**config.mk**
```make
export PLATFORM = sky130hd
export DESIGN_NAME = pulse_generator
export DESIGN_NICKNAME = d
export VERILOG_FILES = /design/src/rtl/pulse_generator.sv
export SDC_FILE = /design/constraint.sdc
export NUM_CORES = 1
export LEC_CHECK = 0
export ABC_AREA = 1
export ABC_CLOCK_PERIOD_IN_PS = 8000
export CAP_MARGIN = 15
export CORE_MARGIN = 2
export CORE_UTILIZATION = 42
export CTS_CLUSTER_DIAMETER = 80
export CTS_CLUSTER_SIZE = 20
export DETAILED_ROUTE_END_ITERATION = 8
export PLACE_DENSITY = 0.71
export SYNTH_ARGS = -nofsm -noshare
export SYNTH_HDL_FRONTEND = slang
export SYNTH_SLANG_ARGS = --single-unit
```
**constraint.sdc**
```tcl
create_clock -name i_sysclk -period 8 [get_ports i_sysclk]
set_input_delay 1.6 -clock i_sysclk [delete_from_list [all_inputs] [get_ports i_sysclk]]
set_output_delay 1.6 -clock i_sysclk [all_outputs]
set_load 0.05 [all_outputs]
```
**src/rtl/pulse_generator.sv**
```systemverilog
// pulse_generator: emits a programmable train of N pulses on o_oc_pin with
// programmable high/low widths (in sysclk cycles), flagging each completed
// pulse and keeping a running pulse count.
// Optional build macro: PULSEGEN_CONT_EN -- a start with i_pulse_num=0 runs
// pulses continuously until i_stop or reset (count wraps, no o_done).
module pulse_generator #(
  parameter int CNT_W = 16,
  parameter int LEN_W = 16
) (
  input  logic             i_sysclk,
  input  logic             i_sysrst,
  input  logic             i_start,
  input  logic             i_stop,
  input  logic [CNT_W-1:0] i_pulse_num,
  input  logic [LEN_W-1:0] i_high_len,
  input  logic [LEN_W-1:0] i_low_len,
  output logic             o_oc_pin,
  output logic             o_busy,
  output logic             o_oc_flg,
  output logic             o_done,
  output logic [CNT_W-1:0] o_pulse_cnt
);

  localparam logic [LEN_W-1:0] LEN_ONE = LEN_W'(1);
  localparam logic [CNT_W-1:0] CNT_ONE = CNT_W'(1);

  typedef enum logic [1:0] {IDLE, HIGH, LOW, DONE} state_t;

  state_t           state;
  logic [LEN_W-1:0] ph;        // cycles remaining in the current phase, minus one
  logic [LEN_W-1:0] high_len;  // latched max(i_high_len,1)
  logic [LEN_W-1:0] low_len;   // latched max(i_low_len,1)
  logic [CNT_W-1:0] rem;       // pulses not yet completed
  logic             stop_pend; // stop seen on the last high cycle; abort after the flag cycle
  logic             start_ok;
  logic             last_pulse;

`ifdef PULSEGEN_CONT_EN
  logic cont;

  // Zero pulse count selects continuous mode; the train never runs out
  always_comb begin
    start_ok   = i_start && !i_stop;
    last_pulse = (rem == '0) && !cont;
  end
`else
  // Zero pulse count is simply not a valid start
  always_comb begin
    start_ok   = i_start && !i_stop && (i_pulse_num != '0);
    last_pulse = (rem == '0);
  end
`endif

  // Train sequencer with registered outputs
  always_ff @(posedge i_sysclk or posedge i_sysrst) begin
    if (i_sysrst) begin
      state       <= IDLE;
      ph          <= '0;
      high_len    <= '0;
      low_len     <= '0;
      rem         <= '0;
      stop_pend   <= 1'b0;
      o_oc_pin    <= 1'b0;
      o_busy      <= 1'b0;
      o_oc_flg    <= 1'b0;
      o_done      <= 1'b0;
      o_pulse_cnt <= '0;
`ifdef PULSEGEN_CONT_EN
      cont        <= 1'b0;
`endif
    end else begin
      o_oc_flg <= 1'b0;
      o_done   <= 1'b0;
      unique case (state)
        IDLE: begin
          if (start_ok) begin
            state       <= HIGH;
            high_len    <= (i_high_len == '0) ? LEN_ONE : i_high_len;
            low_len     <= (i_low_len  == '0) ? LEN_ONE : i_low_len;
            ph          <= (i_high_len == '0) ? '0 : i_high_len - LEN_ONE;
            rem         <= i_pulse_num;
            stop_pend   <= 1'b0;
            o_pulse_cnt <= '0;
            o_oc_pin    <= 1'b1;
            o_busy      <= 1'b1;
`ifdef PULSEGEN_CONT_EN
            cont        <= (i_pulse_num == '0);
`endif
          end
        end
        HIGH: begin
          if (ph == '0) begin
            // High phase complete: the pulse counts even if stop arrives now
            state       <= LOW;
            ph          <= low_len - LEN_ONE;
            rem         <= rem - CNT_ONE;
            stop_pend   <= i_stop;
            o_pulse_cnt <= o_pulse_cnt + CNT_ONE;
            o_oc_flg    <= 1'b1;
            o_oc_pin    <= 1'b0;
          end else if (i_stop) begin
            state    <= IDLE;
            o_oc_pin <= 1'b0;
            o_busy   <= 1'b0;
          end else begin
            ph <= ph - LEN_ONE;
          end
        end
        LOW: begin
          if (i_stop || stop_pend) begin
            state     <= IDLE;
            stop_pend <= 1'b0;
            o_busy    <= 1'b0;
          end else if (ph != '0) begin
            ph <= ph - LEN_ONE;
          end else if (last_pulse) begin
            state  <= DONE;
            o_busy <= 1'b0;
            o_done <= 1'b1;
          end else begin
            state    <= HIGH;
            ph       <= high_len - LEN_ONE;
            o_oc_pin <= 1'b1;
          end
        end
        DONE: state <= IDLE;
        default: state <= IDLE;
      endcase
    end
  end

endmodule

```
After elaboration in Yosys (flattened, before gate mapping)
Index checks and enable logic that the tools add are counted.
- bits in registers: 87
- input bits: 52
- output and inout port bits: 20
- word-level logic and storage cells: 98
- add/subtract/negate cells: 6
- equality and inequality tests: 16
- mux-type cells: 45
- reduce and logical (&&, ||, !) cells: 20
- operators with widths (operator ; number):
    2-to-1 mux 16 bit ; 13
    subtractor 16 x 1 -> 16 bit (second input constant) ; 5
    logical NOT 16 bit ; 4
    one-hot mux 16 bit (2 select lines) ; 2
    one-hot mux 16 bit (3 select lines) ; 1
    nonzero test 16 bit ; 2
    2-to-1 mux 1 bit ; 19
    adder 16 x 1 -> 16 bit (second input constant) ; 1
    inequality test 2 bit (second input constant) ; 8
    inequality test 3 bit (second input constant) ; 5
    2-to-1 mux 2 bit ; 6
    AND reduction 6 bit ; 2
    one-hot mux 1 bit (3 select lines) ; 3
    one-hot mux 2 bit (4 select lines) ; 1
    AND reduction 3 bit ; 2
    AND reduction 5 bit ; 1
    == test 2 bit (second input constant) ; 2
    AND reduction 4 bit ; 1
    nonzero test 3 bit ; 1
    == test 2 x 1 -> 1 bit (second input constant) ; 1
    logical AND 1 bit ; 2
    logical NOT 2 bit ; 1
    AND reduction 2 bit ; 1
    nonzero test 2 bit ; 1
    2 further kinds ; 2

Depth between registers and ports, before layout
- depth after elaboration: 5
- gate-level depth with buffers: 15
- mapped depth without buffers: 15

Worst setup path before layout
Ideal clock, no wire load.
- kind: input to register
- from: in i_pulse_num[10]
- to: reg high_len[10]
- library setup time: 132 ps
- data arrival time: 2598 ps
- data required time: 7868 ps
- setup slack: 5270 ps
- cell stages on the path: 8
- buffers on the path: 2
- path through: nor2_1 > nand3_1 > nor2_1 > nand2_1 > nand3_1 > clkbuf_1 > clkbuf_1 > o21ai_0
- cells in the longest elaborated chain, start to end: 3
- RTL lines (what ; line ; text):
    start: declaration ; 14 ; input logic [CNT_W-1:0] i_pulse_num,
    nonzero test 16 bit ; 49 ; start_ok = i_start && !i_stop && (i_pulse_num != '0);
    logical AND 1 bit ; 49 ;
    AND reduction 2 bit (no line) ; - ;
    end signal: assignment ; 78 ; high_len <= (i_high_len == '0) ? LEN_ONE : i_high_len;
    end: declaration ; 31 ; logic [LEN_W-1:0] high_len;
Every way passes these cells.
A chain may end at the register's enable or synchronous reset.

Worst setup path after layout
- from: in i_pulse_num[10]
- to: reg high_len[1]
The elaborated chain is that of the path after synthesis.

==> run summary <==
Setup repair after global routing left no endpoint under its margin. The largest vdd supply drop is 146.7 uV. The routed wire length per instance came out at 14.31 um.

Synthesis produced a netlist whose cell count is 1,010. The run finished with clean final reports. The number of slew-limit violations in the final report is 0. The final number of hold-violating endpoints came to 0. Cells with a size suffix above 1 make up 3.925% of the layout.

The share of the cycle needed by the critical path after routing is 54.29%. The core area is 15,150 um^2. The type of the tightest min-delay check is flip-flop to flip-flop. The number of cells on the worst reg-to-reg path is 10.

At the worst endpoint, the arrival time is 4580 ps. Summed over all nets, the half-perimeter wirelength after detailed placement is 13,440 um. The die covers 16,420 um^2. For this configuration, the core starts out at a cell density of 42.73%.

The worst path required time is 8230 ps. The final estimated routing congestion in global placement came out at 0.9338. The slowest stage cell on the critical path is sky130_fd_sc_hd__clkinv_1.

The utilization after layout is 49.86%. The critical path depth is 8. The instance count along the most critical hold path is 2.

The routed design has 18,000 um of wire. The via count of the first global-routing pass is 5,991. The clock latency at the later pin of the worst-skew pair came out at 360 ps. The worst slew margin relative to its limit is 30.61%. The H-tree depth is 3. The finished layout holds 1,258 standard cells, fillers aside. The aggregate global routing overflow is 0. The violation count after the first detailed-routing iteration came out at 628. The family with the most delay on the worst path is buffers and inverters.

The average cell area after synthesis is 6.407 um^2. Buffers inserted to repair hold after CTS numbered 0. The number of different library cells used by synthesis comes to 42.

The number of buffers inserted by port buffering is 71. The number of warning messages in the yosys log is 0. The total via count after detailed routing came out at 6,641.

In the final design database the tool counted 1,131 nets. The initial antenna violation count is 0. After layout, the worst setup slack is 3657 ps. TritonCTS built the clock tree. The sequential share of the synthesized area is 33.64%. The post-layout minimum cycle time came out at 4343 ps. The critical path in this run is classified as primary input to flip-flop. The chip width came out at 128.1 um. sky130_fd_sc_hd__dfrtp_1 takes more of the synthesized area than any other cell. The share of the synthesized area in the top cell type came out at 33.64%. The boundary pin count is 72. The signal on the critical path passes through clkdlybuf4s50_1, nor2_1, nand3_1, nor2_1, nand2_1, nand3_1, clkinv_1, o21ai_0. Entering global routing, the biggest net connects 48 pins. Clock-pin slew was measured on the worst setup and hold paths at 70 ps. The worst setup skew after layout is 10.20 ps. The number of antenna diodes in the final layout is 0. The max-capacitance violation count is 0. The setup TNS after final layout is 0 ps.

The largest single stage delay on the critical path is 960 ps. The number of placement rows is 45. The worst slack at placement came out at 3288 ps. The detail-routed via count per cell is 5.279. Ranked by total cell area, the synthesized netlist is headed by sky130_fd_sc_hd__dfrtp_1, sky130_fd_sc_hd__nand2_1, sky130_fd_sc_hd__nor2_1. The power density normalized to cell area came out at 314.4 nW/um^2. Once placement completed, the tool counted placed cells totaling 1,242.

The number of clock sinks is 87. The worst setup path is captured at a flip-flop. Buffers inserted during clock tree synthesis total 9. For this run, design rule violations remaining after detail routing come to 0.

Post-CTS timing repair inserted 0 buffers for setup. The tree is rooted in a sky130_fd_sc_hd__clkbuf_16. The vertical die dimension is 128.1 um. The number of routed nets with antenna violations came out at 0. The final setup violation count came out at 0. Along the worst path, the maximum fanout reaches 36.

The total of fill cells in the finished design came out at 1,526. Before antenna repair, the detailed router went through 7 iterations. The post-synthesis net count is 1,076. The global router's overall resource usage came out at 22.55%. The sum of buffers and inverters on the critical path came out at 2. The post-CTS resize count is 0. The first global-routing pass estimated 29,370 um of wire. The summed instance area of the synthesized netlist is 6471 um^2. The maximum clock rate came out at 230.2 MHz. The total leakage power came out at 3.473 nW. The worst setup path is launched from a primary input. The maximum count of clock buffers along a single path came out at 2. The measured slew at the worst slew-check pin is 1040 ps.

The post-synthesis register bit count is 87. The power after layout is 2.374 mW. The area growth from synthesis to final layout came out at 16.71%.
## flip-flops by register name (all words and copies together) (netlist names)
signal / cells
high_len: 16
low_len: 16
o_busy: 1
o_done: 1
o_oc_flg: 1
o_oc_pin: 1
o_pulse_cnt: 16
ph: 16
rem: 16
state: 2
stop_pend: 1
## tightest hold or removal path, cell delays in order (launching register included)
cell and delay (ps):
sky130_fd_sc_hd__dfrtp_1 350, sky130_fd_sc_hd__nand2_1 50, sky130_fd_sc_hd__o21ai_0 60
## report_power, final
| part | internal (mW) | leakage, nW | switching [mW] | total, mW |
|---|---|---|---|---|
| logic | 0.380 | 2.25 | 0.807 | 1.19 |
| registers | 0.610 | 1.09 | 0.176 | 0.786 |
| clock network | 0.212 | 0.129 | 0.189 | 0.401 |
## area by class of cell
class / count / area [um^2] / share of cell area [%]
clock buffers: 10 / 229.0 / 3.032
clock inverters: 6 / 46.29 / 0.6130
inverters: 121 / 460.4 / 6.097
multi-input cells: 773 / 3679 / 48.71
flip-flops and latches: 87 / 2177 / 28.83
well taps: 188 / 235.2 / 3.115
repair buffers: 73 / 725.7 / 9.609
## logic make-up (layout without fill, tap and decap cells)
group / Yosys count / count (layout) / synth area share (%)
AOI/OAI and AO/OA: 155 / 155 / 13.23
xor gates and xnor gates: 28 / 28 / 3.790
adders and majority gates: 14 / 14 / 2.707
buffers and inverters: 150 / 210 / 9.512
DFF: 87 / 87 / 33.64
and+or+nand+nor: 576 / 576 / 37.12
## placed cells by master, fill, tap and decap left out, types with 2 or more instances in the layout
cell type and instances:
sky130_fd_sc_hd__xor2_1 28, sky130_fd_sc_hd__dfrtp_1 87, sky130_fd_sc_hd__o211ai_1 3, sky130_fd_sc_hd__nor2_2 5
sky130_fd_sc_hd__inv_1 116, sky130_fd_sc_hd__clkinvlp_4 2, sky130_fd_sc_hd__a21oi_1 32, sky130_fd_sc_hd__nand2_2 3
sky130_fd_sc_hd__nand2_1 273, sky130_fd_sc_hd__nor2_1 165, sky130_fd_sc_hd__nand3_1 88, sky130_fd_sc_hd__nand4_1 12
sky130_fd_sc_hd__o31ai_2 3, sky130_fd_sc_hd__o21ai_1 17, sky130_fd_sc_hd__o21bai_1 2, sky130_fd_sc_hd__clkbuf_16 9
sky130_fd_sc_hd__inv_4 2, sky130_fd_sc_hd__clkinv_2 2, sky130_fd_sc_hd__buf_4 2, sky130_fd_sc_hd__o21ai_0 86
sky130_fd_sc_hd__clkdlybuf4s50_1 71, sky130_fd_sc_hd__nor4_1 5, sky130_fd_sc_hd__o31ai_1 4, sky130_fd_sc_hd__ha_1 14
sky130_fd_sc_hd__nor2_4 2, sky130_fd_sc_hd__nor3_1 15, sky130_fd_sc_hd__clkinv_4 2, sky130_fd_sc_hd__nand3b_1 3
## metal layers
| layer | up-vias | global-route usage [%] | wire (um) |
|---|---|---|---|
| li1 | 3350 | - | - |
| met4 | 0 | 5.495 | 280 |
| met2 | 202 | 38.47 | 8538 |
| met1 | 3067 | 29.52 | 8278 |
| met3 | 22 | 4.424 | 900 |
| met5 | - | 0 | 0 |
## cells in the mapped netlist
library cell	count
sky130_fd_sc_hd__nand2_1	273
sky130_fd_sc_hd__nor2_1	165
sky130_fd_sc_hd__inv_1	117
sky130_fd_sc_hd__nand3_1	88
sky130_fd_sc_hd__dfrtp_1	87
sky130_fd_sc_hd__o21ai_0	86
sky130_fd_sc_hd__a21oi_1	32
sky130_fd_sc_hd__xor2_1	28
sky130_fd_sc_hd__o21ai_1	17
sky130_fd_sc_hd__nor3_1	15
sky130_fd_sc_hd__ha_1	14
sky130_fd_sc_hd__nand4_1	12
sky130_fd_sc_hd__clkbuf_1	11
sky130_fd_sc_hd__buf_2	8
sky130_fd_sc_hd__nor2_2	5
sky130_fd_sc_hd__nor4_1	5
sky130_fd_sc_hd__buf_1	4
sky130_fd_sc_hd__buf_6	4
sky130_fd_sc_hd__o31ai_1	4
sky130_fd_sc_hd__nand2_2	3
sky130_fd_sc_hd__nand3b_1	3
sky130_fd_sc_hd__o211ai_1	3
sky130_fd_sc_hd__o31ai_2	3
sky130_fd_sc_hd__buf_4	2
sky130_fd_sc_hd__inv_4	2
sky130_fd_sc_hd__nor2_4	2
sky130_fd_sc_hd__o21bai_1	2
sky130_fd_sc_hd__a21oi_2	1
sky130_fd_sc_hd__a22oi_1	1
sky130_fd_sc_hd__a22oi_2	1
sky130_fd_sc_hd__a31o_2	1
sky130_fd_sc_hd__a31oi_1	1
sky130_fd_sc_hd__a31oi_2	1
sky130_fd_sc_hd__and3_1	1
sky130_fd_sc_hd__clkinv_1	1
sky130_fd_sc_hd__inv_2	1
sky130_fd_sc_hd__nand2_4	1
sky130_fd_sc_hd__nand3_2	1
sky130_fd_sc_hd__nor3b_1	1
sky130_fd_sc_hd__o22ai_1	1
sky130_fd_sc_hd__o22ai_2	1
sky130_fd_sc_hd__or2_2	1
## metrics by stage
step / area (um^2) / hold slack [ps]
after floorplan: 6471 / 453.0
after global placement: 7277 / 472.7
after detailed placement: 7277 / 486.1
after CTS: 7552 / 504.4
after global routing: 7552 / 539.8
final: 7552 / 496.3
## worst paths after layout
check	slack (ps)	start	to
max	3660	i_pulse_num[10]	high_len[1]
min	500	rem[15]	rem[15]
max reg2reg	4830	state[1]	rem[5]
min reg2reg	500	rem[15]	rem[15]
max in group asynchronous	5280	i_sysrst	o_pulse_cnt[11]
min in group asynchronous	1680	i_sysrst	low_len[6]
No activity file was read; power rests on OpenSTA's default activity.
